--- config.mk ---
export PLATFORM = sky130hd
export DESIGN_NAME = float_alu_core
export DESIGN_NICKNAME = d
export VERILOG_FILES = /design/src/rtl/float_alu_core.sv
export SDC_FILE = /design/constraint.sdc
export NUM_CORES = 1
export LEC_CHECK = 0
export ABC_AREA = 1
export BUFFER_PORTS_ARGS = -buffer_cell sky130_fd_sc_hd__clkbuf_2
export CORE_ASPECT_RATIO = 1.5
export CORE_MARGIN = 8
export CORE_UTILIZATION = 35
export DETAILED_ROUTE_END_ITERATION = 10
export PLACE_DENSITY = 0.58
export SETUP_SLACK_MARGIN = 0.05
export SYNTH_ARGS = -nofsm -noshare
export SYNTH_HDL_FRONTEND = slang
export SYNTH_SLANG_ARGS = --single-unit
export TNS_END_PERCENT = 50
--- constraint.sdc ---
create_clock -name clk -period 16 [get_ports clk]
set_clock_uncertainty 0.2 [all_clocks]
set_input_delay 3.2 -clock clk [delete_from_list [all_inputs] [get_ports clk]]
set_output_delay 3.2 -clock clk [all_outputs]
set_load 0.02 [all_outputs]
--- src/rtl/float_alu_core.sv ---
// Multi-cycle binary32/binary16 floating-point add/subtract unit.
// One operation in flight; the stages UNPACK..ROUND take one cycle each, then OUT holds the result until it is consumed.
module float_alu_core (
  input  logic        clk,
  input  logic        rst,
  input  logic [31:0] op_a,
  input  logic [31:0] op_b,
  input  logic [2:0]  op_code,
  input  logic        round_mode,
  input  logic        mode_fp,
  input  logic        start,
  input  logic        ready_in,
  output logic        valid_out,
  output logic        ready_out,
  output logic [31:0] result,
  output logic [4:0]  flags
);

  typedef enum logic [2:0] {
    S_IDLE, S_UNPACK, S_ALIGN, S_ADD, S_NORM, S_ROUND, S_OUT
  } state_t;

  localparam logic [2:0] OP_ADD = 3'b010;
  localparam logic [2:0] OP_SUB = 3'b011;

  typedef struct packed {
    logic        sign;
    logic [9:0]  exp;
    logic [23:0] man;
    logic        is_inf;
    logic        is_nan;
    logic        is_snan;
  } unp_t;

  // binary16 mantissas are left-justified into the 24-bit field so both formats share one datapath
  function automatic unp_t unpack(input logic [31:0] x, input logic fp32);
    unp_t u;
    if (fp32) begin
      u.sign    = x[31];
      u.exp     = (x[30:23] == '0) ? 10'd1 : {2'b00, x[30:23]};
      u.man     = {x[30:23] != '0, x[22:0]};
      u.is_inf  = (x[30:23] == '1) && (x[22:0] == '0);
      u.is_nan  = (x[30:23] == '1) && (x[22:0] != '0);
      u.is_snan = u.is_nan && !x[22];
    end else begin
      u.sign    = x[15];
      u.exp     = (x[14:10] == '0) ? 10'd1 : {5'b00000, x[14:10]};
      u.man     = {x[14:10] != '0, x[9:0], 13'b0};
      u.is_inf  = (x[14:10] == '1) && (x[9:0] == '0);
      u.is_nan  = (x[14:10] == '1) && (x[9:0] != '0);
      u.is_snan = u.is_nan && !x[9];
    end
    return u;
  endfunction

  function automatic logic [31:0] inf_of(input logic s, input logic fp32);
    return fp32 ? {s, 8'hFF, 23'h0} : {16'h0, s, 5'h1F, 10'h0};
  endfunction

  function automatic logic [31:0] maxf_of(input logic s, input logic fp32);
    return fp32 ? {s, 8'hFE, 23'h7FFFFF} : {16'h0, s, 5'h1E, 10'h3FF};
  endfunction

  state_t      state_q, state_d;
  logic        valid_q, valid_d;
  logic        ready_q, ready_d;
  logic [31:0] result_q, result_d;
  logic [4:0]  flags_q, flags_d;

  logic [31:0] a_q, a_d, b_q, b_d;
  logic [2:0]  opc_q, opc_d;
  logic        rm_q, rm_d, fp32_q, fp32_d;
  logic        sa_q, sa_d, sb_q, sb_d;
  logic [9:0]  ea_q, ea_d, eb_q, eb_d;
  logic [23:0] ma_q, ma_d, mb_q, mb_d;
  logic        spec_q, spec_d;
  logic [31:0] spec_res_q, spec_res_d;
  logic [4:0]  spec_flg_q, spec_flg_d;
  logic        sgn_q, sgn_d, sub_q, sub_d;
  logic [9:0]  exp_q, exp_d;
  logic [23:0] big_q, big_d;
  logic [26:0] small_q, small_d;
  logic [27:0] sum_q, sum_d;
  logic [26:0] norm_q, norm_d;

  // UNPACK stage: classification and special-case outcome
  unp_t        ua, ub;
  logic        up_sb, up_spec;
  logic [31:0] up_res;
  logic [4:0]  up_flg;

  always_comb begin
    ua      = unpack(a_q, fp32_q);
    ub      = unpack(b_q, fp32_q);
    up_sb   = ub.sign ^ (opc_q == OP_SUB);
    up_spec = 1'b1;
    up_res  = fp32_q ? 32'h7FC0_0000 : 32'h0000_7E00;
    up_flg  = 5'b10000;
    if (opc_q == OP_ADD || opc_q == OP_SUB) begin
      if (ua.is_nan || ub.is_nan) begin
        up_flg = {ua.is_snan || ub.is_snan, 4'b0000};
      end else if (ua.is_inf && ub.is_inf && (ua.sign != up_sb)) begin
        up_flg = 5'b10000;
      end else if (ua.is_inf) begin
        up_res = inf_of(ua.sign, fp32_q);
        up_flg = '0;
      end else if (ub.is_inf) begin
        up_res = inf_of(up_sb, fp32_q);
        up_flg = '0;
      end else begin
        up_spec = 1'b0;
        up_flg  = '0;
      end
    end
  end

  // ALIGN stage: larger magnitude first, smaller shifted right with guard/round/sticky
  logic        al_swap;
  logic [9:0]  al_diff;
  logic [23:0] al_big, al_sml;
  logic [49:0] al_shift;
  logic [26:0] al_small;

  always_comb begin
    al_swap  = {eb_q, mb_q} > {ea_q, ma_q};
    al_big   = al_swap ? mb_q : ma_q;
    al_sml   = al_swap ? ma_q : mb_q;
    al_diff  = al_swap ? (eb_q - ea_q) : (ea_q - eb_q);
    al_shift = {al_sml, 26'b0} >> al_diff;
    if (al_diff > 10'd26) al_small = {26'b0, |al_sml};
    else                  al_small = {al_shift[49:24], |al_shift[23:0]};
  end

  // NORM stage
  logic [4:0]  nm_lz;
  logic [9:0]  nm_lim, nm_sh, nm_exp;
  logic [26:0] nm_man;

  always_comb begin
    nm_lz = 5'd27;
    for (int unsigned i = 0; i < 27; i++) begin
      if (sum_q[i]) nm_lz = 5'(26 - i);
    end
    nm_lim = exp_q - 10'd1;
    nm_sh  = ({5'b0, nm_lz} > nm_lim) ? nm_lim : {5'b0, nm_lz};
    if (sum_q[27]) begin
      nm_man = {sum_q[27:2], sum_q[1] | sum_q[0]};
      nm_exp = exp_q + 10'd1;
    end else begin
      nm_man = sum_q[26:0] << nm_sh;
      nm_exp = exp_q - nm_sh;
    end
  end

  // ROUND stage; binary16 keeps norm[26:16], binary32 keeps norm[26:3]
  logic [23:0] rd_kept, rd_man;
  logic        rd_g, rd_r, rd_s, rd_inc, rd_cy, rd_hid, rd_nx, rd_sign, rd_ovf;
  logic [24:0] rd_sum;
  logic [9:0]  rd_exp, rd_ef;
  logic [31:0] rd_res;
  logic [4:0]  rd_flg;

  always_comb begin
    rd_kept = fp32_q ? norm_q[26:3] : {13'b0, norm_q[26:16]};
    rd_g    = fp32_q ? norm_q[2] : norm_q[15];
    rd_r    = fp32_q ? norm_q[1] : norm_q[14];
    rd_s    = fp32_q ? norm_q[0] : |norm_q[13:0];
    rd_inc  = !rm_q && rd_g && (rd_r || rd_s || rd_kept[0]);
    rd_sum  = {1'b0, rd_kept} + {24'b0, rd_inc};
    rd_cy   = fp32_q ? rd_sum[24] : rd_sum[11];
    rd_man  = rd_cy ? rd_sum[24:1] : rd_sum[23:0];
    rd_exp  = rd_cy ? exp_q + 10'd1 : exp_q;
    rd_hid  = fp32_q ? rd_man[23] : rd_man[10];
    rd_ef   = rd_hid ? rd_exp : 10'd0;
    rd_nx   = rd_g | rd_r | rd_s;
    rd_sign = sgn_q && !(sub_q && (norm_q == '0));
    rd_ovf  = rd_ef >= (fp32_q ? 10'd255 : 10'd31);
    if (spec_q) begin
      rd_res = spec_res_q;
      rd_flg = spec_flg_q;
    end else if (rd_ovf) begin
      rd_res = round_ovf(rd_sign);
      rd_flg = 5'b00101;
    end else begin
      rd_res = fp32_q ? {rd_sign, rd_ef[7:0], rd_man[22:0]}
                      : {16'h0, rd_sign, rd_ef[4:0], rd_man[9:0]};
      rd_flg = {3'b000, !rd_hid && rd_nx, rd_nx};
    end
  end

  function automatic logic [31:0] round_ovf(input logic s);
    return rm_q ? maxf_of(s, fp32_q) : inf_of(s, fp32_q);
  endfunction

  always_comb begin
    state_d    = state_q;
    valid_d    = valid_q;
    ready_d    = ready_q;
    result_d   = result_q;
    flags_d    = flags_q;
    a_d        = a_q;
    b_d        = b_q;
    opc_d      = opc_q;
    rm_d       = rm_q;
    fp32_d     = fp32_q;
    sa_d       = sa_q;
    sb_d       = sb_q;
    ea_d       = ea_q;
    eb_d       = eb_q;
    ma_d       = ma_q;
    mb_d       = mb_q;
    spec_d     = spec_q;
    spec_res_d = spec_res_q;
    spec_flg_d = spec_flg_q;
    sgn_d      = sgn_q;
    sub_d      = sub_q;
    exp_d      = exp_q;
    big_d      = big_q;
    small_d    = small_q;
    sum_d      = sum_q;
    norm_d     = norm_q;
    unique case (state_q)
      S_IDLE: begin
        if (start) begin
          a_d     = op_a;
          b_d     = op_b;
          opc_d   = op_code;
          rm_d    = round_mode;
          fp32_d  = mode_fp;
          ready_d = 1'b0;
          state_d = S_UNPACK;
        end
      end
      S_UNPACK: begin
        sa_d       = ua.sign;
        sb_d       = up_sb;
        ea_d       = ua.exp;
        eb_d       = ub.exp;
        ma_d       = ua.man;
        mb_d       = ub.man;
        spec_d     = up_spec;
        spec_res_d = up_res;
        spec_flg_d = up_flg;
        state_d    = S_ALIGN;
      end
      S_ALIGN: begin
        sgn_d   = al_swap ? sb_q : sa_q;
        sub_d   = sa_q ^ sb_q;
        exp_d   = al_swap ? eb_q : ea_q;
        big_d   = al_big;
        small_d = al_small;
        state_d = S_ADD;
      end
      S_ADD: begin
        sum_d   = sub_q ? ({1'b0, big_q, 3'b000} - {1'b0, small_q})
                        : ({1'b0, big_q, 3'b000} + {1'b0, small_q});
        state_d = S_NORM;
      end
      S_NORM: begin
        norm_d  = nm_man;
        exp_d   = nm_exp;
        state_d = S_ROUND;
      end
      S_ROUND: begin
        result_d = rd_res;
        flags_d  = rd_flg;
        valid_d  = 1'b1;
        state_d  = S_OUT;
      end
      S_OUT: begin
        if (ready_in) begin
          valid_d = 1'b0;
          ready_d = 1'b1;
          state_d = S_IDLE;
        end
      end
      default: begin
        valid_d = 1'b0;
        ready_d = 1'b1;
        state_d = S_IDLE;
      end
    endcase
  end

  always_ff @(posedge clk) begin
    if (rst) begin
      state_q  <= S_IDLE;
      valid_q  <= 1'b0;
      ready_q  <= 1'b1;
      result_q <= '0;
      flags_q  <= '0;
    end else begin
      state_q  <= state_d;
      valid_q  <= valid_d;
      ready_q  <= ready_d;
      result_q <= result_d;
      flags_q  <= flags_d;
    end
  end

  always_ff @(posedge clk) begin
    a_q        <= a_d;
    b_q        <= b_d;
    opc_q      <= opc_d;
    rm_q       <= rm_d;
    fp32_q     <= fp32_d;
    sa_q       <= sa_d;
    sb_q       <= sb_d;
    ea_q       <= ea_d;
    eb_q       <= eb_d;
    ma_q       <= ma_d;
    mb_q       <= mb_d;
    spec_q     <= spec_d;
    spec_res_q <= spec_res_d;
    spec_flg_q <= spec_flg_d;
    sgn_q      <= sgn_d;
    sub_q      <= sub_d;
    exp_q      <= exp_d;
    big_q      <= big_d;
    small_q    <= small_d;
    sum_q      <= sum_d;
    norm_q     <= norm_d;
  end

  assign valid_out = valid_q;
  assign ready_out = ready_q;
  assign result    = result_q;
  assign flags     = flags_q;

endmodule

==> results.md <==
- The run finished with clean final reports.
- For the worst setup path, the data required time is 16.13 ns.
- The floorplan step defined a die boundary enclosing 67100 µm².
- The total of hold buffers inserted after clock tree synthesis is 0.
- The startpoint-to-endpoint class of the critical path is flop to flop.
- In the global route stage, overall resource usage came out at 0.179.
- Along the worst hold path, the cell count comes to 2.
- IR analysis of the VDD net gives a maximum drop of 0.102 mV.
- After detailed routing, the number of remaining DRC violations is 0.
- The cell repeated most along the worst path is nand3_1.
- After detailed routing, the average wire length per cell comes to 17.8 µm.
- Setup total negative slack on the finished layout was measured at 0 ns.
- The repair_antennas step left the layout with diodes totalling 0.
- The count of state elements after synthesis is 302.
- The number of antenna violations at the first check in global routing is 0.
- Counting I/O delays and the setup requirement, the final critical path takes 6.42 ns.
- In this run the critical register-to-register path is captured at small_q[25].
- The detailed-route wire length is 62400 µm.
- The clock root buffer master is clkbuf_16.
- The worst-case reg-to-reg path depth is 22.
- The count of yosys warnings during synthesis is 0.
- The tool flagged a number of max-cap violations equal to 0.
- The detailed-routing iteration count for the pre-antenna-repair pass is 5.
- The count of flip-flops with a built-in enable after synthesis is 261.
- The number of placed instances with taps included is 3456.
- The clock group share of total power is 0.281.
- The detailed router placed 18253 vias in this run.
- The worst setup path is launched from a flop.
- For this design the ratio of total power to cell area is 115 nW/µm².
- The total number of placement rows is 109.
- The count of cells in the finished layout, fillers not included, comes to 3513.
- Along the worst path, the maximum fanout reaches 71.
- The initial utilization of the core area, before any placement, comes to 0.352.
- The startpoint of the tightest hold check path is result[5].
- In the layout the commonest cells are nand2_1, nand3_1, inv_1.
- In the final layout, the share of cells above drive strength 1 is 0.0844.
- Clock latency on the worst-skew pair, taken at its later pin, is 0.59 ns.
- The netlist uses 65 different library cells.
- Summing all multi-input logic gate instances after layout gives 10300 µm².
- Synthesis produced 2664 cells.
- The combinational power share is 0.338.
- Data arrives at the worst endpoint at 6.55 ns.
- For this design the top-level I/O count stands at 112.
- The first global-routing pass estimated 97300 µm of wire.
- Setup violations remaining at the end of the flow were counted as 0.
- The worst register-to-register path has a setup slack of 9.58 ns.
- Timing would allow up to 0.156 GHz.
- For this run, asynchronously set or reset flops after synthesis account for 0.
- The total count of max-transition violations in the final report came to 0.
- The mean post-synth cell area is 7.75 µm².
- The switching power share of the total is 0.378.
- The library cell used most frequently in the layout, excluding fill and tap cells, is nand2_1.
- For the pin with the worst max-slew slack, the measured transition is 1.18 ns.
- The area of the mapped netlist is 20600 µm².
- The overflow left after global routing is 0.
- The number of clock buffers added by TritonCTS is 31.
- The leakage power is 10.0 nW.
- The detailed placement HPWL is 50100 µm.
- The library cell contributing the largest single delay on the critical path is ha_1.
- Entering global routing, the biggest net connects 80 pins.
- Fill cells in the final layout number 6192.
- The die is 214 µm wide.
- Setup repair after global routing left no endpoint under its margin.
- Clock-pin slew was measured on the worst setup and hold paths at 0.06 ns.
- Using the TritonRoute via totals, the vias-per-cell ratio works out to 5.20.
- CTS built an H-tree with a depth of 1.
- The final number of hold-violating endpoints is 0.
- The via count of the first global-routing pass is 18030.
- The total net switching power is 0.992 mW.
- The share of the clock period used by the worst path is 0.401.
- The die is 313 µm tall.
- The path with the worst hold slack has its endpoint at result[5].
- Buffers added to address setup during post-CTS repair amount to 0.
- In this run the critical register-to-register path is launched from eb_q[0].
- The headroom to the max-slew limit is 0.213.
- Once the clock tree was built, the resizer swapped 0 gates to a different size.
- The clock net sink count is 302.
- The share of total power in sequential cells is 0.381.
- The dominant register cell in the synthesized netlist is edfxtp_1.
- On the worst path, the slowest cell contributes a delay of 0.91 ns.
- The share of the Yosys chip area taken by registers is 0.420.
- The critical path goes through ha_1 -> nand2_1 -> inv_1 -> nand3_1 -> inv_1 -> nand2_1 -> o211ai_1 -> a31oi_1 -> nand3_1 -> nand2_2 -> buf_4 -> inv_2 -> buf_4 -> nand3_1 -> o21ai_1 -> xor2_1 -> inv_1 -> nand3_1 -> nand4_1 -> nor2_2 -> inv_2 -> nor3_1.
- The core region is 58600 µm².
- The count of buffers added on input and output ports is 110.
- The kind of capture point of the worst setup path is a flop.
- After the first detailed-routing iteration, the DRC count stood at 1085.
- The cell-internal power is 1.64 mW.
- The type of the worst min-delay path is flop to flop.
- The final layout contains 2901 nets.
- Routability-driven placement finished with a final weighted congestion of 0.974.
- The area occupied by registers is 8660 µm².
- The area growth from synthesis to layout is 10.9%.
- The total nets after synthesis is 2853.
- Counting along the longest clock path gives a buffer depth of 3.
- The TritonCTS clock tree is done.
- The detail route stage leaves a number of antenna-violating nets equal to 0.
## flip-flops by register name, summed over array words and instances, names as in the netlist, 10 cells and up
name     flops
a_q         32
mb_q        24
small_q     27
norm_q      27
sum_q       28
b_q         32
exp_q       10
big_q       24
ma_q        24
result      32
## critical path, delay by kind of cell (launching register included)
kind | cells | cell delay (ns)
buffers and inverters | 7 | 1.56
xor gates and xnor gates | 1 | 0.71
AOI/OAI and AO/OA | 3 | 0.46
adders and majority gates | 1 | 0.91
and+or+nand+nor | 10 | 1.84
DFF | 1 | 0.43
## area by class of cell
cell class | count | share of cell area
clock buffers | 32 | 0.0341
clock inverters | 25 | 0.0112
inverters | 324 | 0.0534
multi-input cells | 1921 | 0.449
flip-flops and latches | 302 | 0.378
well taps | 777 | 0.0425
repair buffers | 132 | 0.0313
## cells in the mapped netlist (23+ instances only)
library cell / count / area [µm²]
a21oi_1: 151 / 756
buf_2: 23 / 115
clkbuf_1: 71 / 267
dfxtp_1: 41 / 821
edfxtp_1: 261 / 7840
ha_1: 112 / 1400
inv_1: 312 / 1170
nand2_1: 664 / 2490
nand3_1: 363 / 1820
nand4_1: 43 / 269
nor2_1: 139 / 522
nor3_1: 28 / 140
o21ai_0: 176 / 881
o21ai_1: 29 / 145
xor2_1: 53 / 464
## worst max path at each step
stage / cells past startpoint / to / from / slack, ns
6_report: 22 / small_q[25] / eb_q[0] / 9.58
5_1_grt: 49 / exp_q[6] / sum_q[1] / 8.99
4_1_cts: 22 / small_q[25] / eb_q[0] / 9.39
3_5_place_dp: 22 / small_q[25] / eb_q[0] / 9.44
3_3_place_gp: 22 / small_q[25] / eb_q[0] / 9.47
2_1_floorplan: 2 / a_q[0] / start / 9.19
## power groups by stage
stage / Clock (mW) / Sequential, mW / Combinational, mW
5_1_grt: 0.780 / 1.01 / 1.00
6_report: 0.738 / 1.00 / 0.888
3_3_place_gp: 0 / 1.02 / 0.889
2_1_floorplan: 0 / 1.00 / 0.652
4_1_cts: 0.753 / 1.00 / 0.893
3_5_place_dp: 0 / 1.02 / 0.891
## per-stage QoR
| step | area (µm²) | power [mW] | hold slack [ns] | setup WS [ns] | utilization |
|---|---|---|---|---|---|
| after CTS | 22900 | 2.65 | 0.270 | 9.39 | 0.390 |
| after global placement | 21800 | 1.91 | 0.257 | 9.47 | 0.372 |
| final | 22900 | 2.63 | 0.265 | 9.58 | 0.390 |
| after floorplan | 20600 | 1.65 | 0.226 | 9.19 | - |
| after global routing | 22900 | 2.79 | 0.282 | 8.99 | 0.390 |
| after detailed placement | 21800 | 1.91 | 0.259 | 9.44 | 0.372 |
## metal layers
| metal | wire (µm) | up-vias | global-route usage |
|---|---|---|---|
| met1 | 23200 | 8469 | 0.186 |
| met4 | 4350 | 0 | 0.114 |
| met2 | 32400 | 506 | 0.339 |
| met3 | 2410 | 154 | 0.0184 |
| met5 | 0 | - | 0 |
| li1 | - | 9124 | - |
## cell families after synthesis
kind of cell	Yosys count	share of synthesized area
buffers and inverters	441	0.0850
and+or+nand+nor	1295	0.276
xor gates and xnor gates	67	0.0284
AOI/OAI and AO/OA	437	0.117
DFF	302	0.420
muxes	5	0.00243
other	1	0.000182
adders and majority gates	116	0.0718
(Power assumes the default switching activity.)
